<file path="config.mk">
export PLATFORM = sky130hd
export DESIGN_NAME = led_seq_ctrl
export DESIGN_NICKNAME = d
export VERILOG_FILES = /design/src/rtl/led_seq_ctrl.sv
export SDC_FILE = /design/constraint.sdc
export NUM_CORES = 1
export LEC_CHECK = 0
export CORE_ASPECT_RATIO = 0.7
export CORE_MARGIN = 2
export CORE_UTILIZATION = 53
export CTS_BUF_LIST = sky130_fd_sc_hd__clkbuf_8
export DETAILED_ROUTE_END_ITERATION = 16
export PLACE_DENSITY = 0.87
export SLEW_MARGIN = 25
export SYNTH_ARGS = -nofsm -noshare
export SYNTH_HDL_FRONTEND = slang
export SYNTH_SLANG_ARGS = --single-unit
</file>
<file path="constraint.sdc">
create_clock -name clk -period 2.05 [get_ports clk]
set_input_delay 0.41 -clock clk [delete_from_list [all_inputs] [get_ports clk]]
set_output_delay 0.41 -clock clk [all_outputs]
set_load 0.03 [all_outputs]
</file>
<file path="src/rtl/led_seq_ctrl.sv">
// Running-light sequencer for a 16-LED active-low bank: prescaled stepping with wrap/bounce/single-shot modes.
// Optional macro LED_SEQ_SPEED_EN adds a speed input that divides the step period by 1, 2, 4 or 8.
module led_seq_ctrl #(
    parameter int DIV   = 25000000,
    parameter int CNT_W = 32
) (
    input  logic        clk,
    input  logic        reset,
    input  logic        start,
    input  logic        stop,
    input  logic        hold,
    input  logic        dir,
    input  logic [1:0]  mode,
`ifdef LED_SEQ_SPEED_EN
    input  logic [1:0]  speed,
`endif
    output logic [15:0] out,
    output logic [3:0]  pos,
    output logic        busy,
    output logic        done
);

    typedef enum logic [1:0] {
        IDLE  = 2'd0,
        RUN   = 2'd1,
        PAUSE = 2'd2
    } state_t;

    state_t           state_q, state_d;
    logic [3:0]       pos_q, pos_d;
    logic [CNT_W-1:0] cnt_q, cnt_d;
    logic [CNT_W-1:0] term;
    logic             dir_q, dir_d;
    logic [1:0]       mode_q, mode_d;
    logic             done_q, done_d;
    logic             tick, at_end;
    logic [3:0]       fwd, rev;

`ifdef LED_SEQ_SPEED_EN
    logic [1:0]       speed_q, speed_d;

    assign term = (CNT_W'(DIV) >> speed_q) - CNT_W'(1);
`else
    assign term = CNT_W'(DIV - 1);
`endif

    assign tick   = (cnt_q == term);
    assign at_end = dir_q ? (pos_q == 4'd0) : (pos_q == 4'd15);
    assign fwd    = dir_q ? (pos_q - 4'd1) : (pos_q + 4'd1);
    assign rev    = dir_q ? (pos_q + 4'd1) : (pos_q - 4'd1);

    always_ff @(posedge clk or negedge reset) begin
        if (!reset) begin
            state_q <= IDLE;
            pos_q   <= 4'd0;
            cnt_q   <= '0;
            dir_q   <= 1'b0;
            mode_q  <= 2'b00;
            done_q  <= 1'b0;
`ifdef LED_SEQ_SPEED_EN
            speed_q <= 2'b00;
`endif
        end else begin
            state_q <= state_d;
            pos_q   <= pos_d;
            cnt_q   <= cnt_d;
            dir_q   <= dir_d;
            mode_q  <= mode_d;
            done_q  <= done_d;
`ifdef LED_SEQ_SPEED_EN
            speed_q <= speed_d;
`endif
        end
    end

    always_comb begin
        state_d = state_q;
        pos_d   = pos_q;
        cnt_d   = cnt_q;
        dir_d   = dir_q;
        mode_d  = mode_q;
        done_d  = 1'b0;
`ifdef LED_SEQ_SPEED_EN
        speed_d = speed_q;
`endif
        case (state_q)
            IDLE: begin
                if (start && !stop) begin
                    state_d = RUN;
                    dir_d   = dir;
                    mode_d  = mode;
                    pos_d   = dir ? 4'd15 : 4'd0;
                    cnt_d   = '0;
`ifdef LED_SEQ_SPEED_EN
                    speed_d = speed;
`endif
                end
            end
            RUN, PAUSE: begin
                if (stop) begin
                    state_d = IDLE;
                    pos_d   = 4'd0;
                    cnt_d   = '0;
                end else if (hold) begin
                    // Counter is frozen, so a deferred tick fires on the release edge.
                    state_d = PAUSE;
                end else begin
                    state_d = RUN;
                    if (!tick) begin
                        cnt_d = cnt_q + CNT_W'(1);
                    end else begin
                        cnt_d = '0;
                        case (mode_q)
                            2'b01: begin
                                if (at_end) begin
                                    dir_d = ~dir_q;
                                    pos_d = rev;
                                end else begin
                                    pos_d = fwd;
                                end
                            end
                            2'b10: begin
                                if (at_end) begin
                                    state_d = IDLE;
                                    done_d  = 1'b1;
                                    pos_d   = 4'd0;
                                end else begin
                                    pos_d = fwd;
                                end
                            end
                            default: pos_d = fwd;
                        endcase
                    end
                end
            end
            default: state_d = IDLE;
        endcase
    end

    assign out  = (state_q == IDLE) ? 16'hFFFF : ~(16'h8000 >> pos_q);
    assign pos  = pos_q;
    assign busy = (state_q != IDLE);
    assign done = done_q;

endmodule

</file>
==> impl_metrics.env <==
export IMPL_yosysWarnings=0
export IMPL_dieArea_um2=5730
export IMPL_ys_flop_type="dfrtp_1"
export IMPL_post_drt_wl_per_cell_um=18.5
export IMPL_reg2reg_depth=8
export IMPL_portBuffers=29
export IMPL_slew_viol_final=0
export IMPL_outcome="complete, but fails checks"
export IMPL_reg2reg_from="state_q[1]"
export IMPL_place_congestion=0.892
export IMPL_insertion_delay_ps=310
export IMPL_hp_class="input pin to async pin"
export IMPL_p_comb_share_pct=68.1
export IMPL_core_area_um2=4860
export IMPL_synth_common_cells="42 x dfrtp_1, 29 x nand2_1, 24 x nor2_1, 21 x nand3_1, 20 x o21ai_0"
export IMPL_p_leak_nw=1.64
export IMPL_cp_arrival_ps=2460
export IMPL_yosysMostFrequentCell="dfrtp_1"
export IMPL_max_freq_ghz=0.452
export IMPL_worstMarginPinSlew_ps=549
export IMPL_cts_root_buf="clkbuf_8"
export IMPL_dp_cells=443
export IMPL_clockPowerShare_pct=10.3
export IMPL_instances_no_fill=460
export IMPL_track_usage_pct=28.2
export IMPL_peakVddDrop_uv=1100
export IMPL_p_switching_mw=2.27
export IMPL_dp_hpwl_mm=5.18
export IMPL_fillers=297
export IMPL_ys_async_sr_fraction_pct=100
export IMPL_grt_pass1_vias=2639
export IMPL_cp_end_kind="register"
export IMPL_fin_skew_ps=6.36
export IMPL_synthCells=308
export IMPL_synth_edff_count=0
export IMPL_dr_pass1_iters=6
export IMPL_cp_start_kind="register"
export IMPL_area_growth_pct=38.9
export IMPL_p_per_area_nw_per_um2=1330
export IMPL_violations="setup timing"
export IMPL_vias=2828
export IMPL_rsz0062_at_grt="yes"
export IMPL_period_share_pct=108
export IMPL_cts_path_max_buffers=2
export IMPL_synthesis_nets=328
export IMPL_clkSinkCount=42
export IMPL_min_period_ps=2210
export IMPL_worstReg2RegEnd="cnt_q[24]"
export IMPL_required_ps=2290
export IMPL_setup_viol=19
export IMPL_syn_area_um2=2720
export IMPL_drive_gt1_share_pct=32.2
export IMPL_pin_count=30
export IMPL_cp_max_fo=6
export IMPL_placed_area_um2=3390
export IMPL_rows=21
export IMPL_drcViolationCount=0
export IMPL_internal_power_mw=2.75
export IMPL_antenna_cells=0
export IMPL_criticalPathCategory="register to register"
export IMPL_layout_nets=411
export IMPL_cts_hold_buf=0
export IMPL_viasPerCell=6.15
export IMPL_ys_seq_area_share_pct=38.7
export IMPL_yosysTopAreaCell="dfrtp_1"
export IMPL_final_setup_worst_slack_ps=-163
export IMPL_cts_tree="built"
export IMPL_clk_pin_slew_ps=80
export IMPL_die_w_um=89.6
export IMPL_relSlewSlack_pct=63.4
export IMPL_die_h_um=63.9
export IMPL_yosys_area_top_type_share_pct=38.7
export IMPL_swShare_pct=45.2
export IMPL_seqPwrFrac_pct=21.6
export IMPL_syn_area_per_cell_um2=8.83
export IMPL_ys_ff_latch=42
export IMPL_grt_max_degree=43
export IMPL_antenna_found_initial=0
export IMPL_stdcell_area_um2=3780
export IMPL_drt_iter0_drc=240
export IMPL_yosysUniqueCellTypes=54
export IMPL_grt_overflow_total=0
export IMPL_netlist_top_cells_area="dfrtp_1 39%, ha_1 5.5%, nand2_1 4.0%, nand3_1 3.9%, xnor2_1 3.9%"
export IMPL_ant_nets=0
export IMPL_routed_wirelength_mm=8.50
export IMPL_setup_tns_ps=-1620
export IMPL_cts_buffers=5
export IMPL_grt_pass1_wl_mm=12.5
export IMPL_h_tree_depth=2
export IMPL_finalHoldViolCount=0
export IMPL_start_util_pct=55.9
export IMPL_max_cap_violations=0
export IMPL_r2r_slack_ps=-160
layer usage:
layer | GRT usage (%) | up-vias | part of all wire, %
li1 | - | 1288 | -
met1 | 41.0 | 1367 | 43
met2 | 41.8 | 147 | 48
met3 | 5.81 | 26 | 7.4
met4 | 9.14 | 0 | 1.9
met5 | 0 | - | 0
through the flow:
step / setup slack (ps) / utilization, % / hold WS [ps] / total power [mW]
finish: -163 / 77.7 / 160 / 5.03
global route: -198 / 77.7 / 215 / 5.26
CTS: -98.4 / 74.0 / 187 / 4.35
detailed placement: -531 / 69.8 / 508 / 3.66
global placement: -437 / 69.8 / 511 / 3.53
floorplan: -120 / - / 114 / 2.68
worst max-delay path by stage:
stage          slack, ps         to  cells after the start       start
4_1_cts             -100  cnt_q[24]                      8  state_q[1]
5_1_grt             -200  cnt_q[25]                      8  state_q[1]
3_3_place_gp        -440  cnt_q[24]                      7       start
6_report            -160  cnt_q[24]                      8  state_q[1]
3_5_place_dp        -530  cnt_q[24]                      7       start
2_1_floorplan       -120  cnt_q[24]                      9  state_q[0]
flip-flops by register name (all words and copies together) (netlist names):
register / cells
pos: 4
state_q: 2
cnt_q: 32
dir_q: 1
mode_q: 2
done: 1
placed cells by master, fill, tap and decap left out, types with 12 or more instances in the layout:
master,netlist,routed
a21oi_1,14,12
buf_4,0,60
dfrtp_1,42,41
nand2_1,29,28
nand3_1,21,21
nor2_1,24,22
o21ai_0,20,16
xnor2_1,12,12
power by group through the flow:
stage / clock network, mW / logic (mW) / registers (mW)
floorplan: 0 / 1.58 / 1.10
global placement: 0 / 2.46 / 1.07
detailed placement: 0 / 2.58 / 1.08
CTS: 0.515 / 2.77 / 1.07
global route: 0.547 / 3.61 / 1.11
finish: 0.516 / 3.42 / 1.09
logic make-up (layout without fill, tap and decap cells):
family | Yosys count | count (layout) | share of synthesized area, %
and+or+nand+nor | 151 | 151 | 31.4
AOI/OAI and AO/OA | 55 | 55 | 12.6
DFF | 42 | 42 | 38.7
buffers and inverters | 24 | 107 | 3.45
xor gates and xnor gates | 15 | 15 | 4.83
adders and majority gates | 12 | 12 | 5.52
muxes | 9 | 9 | 3.54
repair_timing:
item,in CTS,in global routing
endpoints found under the setup margin,37,52
setup buffers,5,5
resized for setup,38,45
cloned,0,1
pin swaps,16,11
layout make-up:
cell class                 count  area, um2  area share (%)
sequential                    42       1050            27.9
clock inverter                 2       7.51           0.199
timing repair buffer          88        731            19.4
tap                           69       86.3            2.29
clock buffer                   5       68.8            1.82
inverter                      12       48.8            1.29
multi-input combinational    242       1780            47.2
critical path: stages (launching register included):
cell      delay [ps]
dfrtp_1          380
inv_2             70
ha_4             270
or2_4            110
o211ai_1         130
buf_4            190
or4_4            460
or3_4            390
a21oi_2          140
Power figures use the tool's default switching activity.
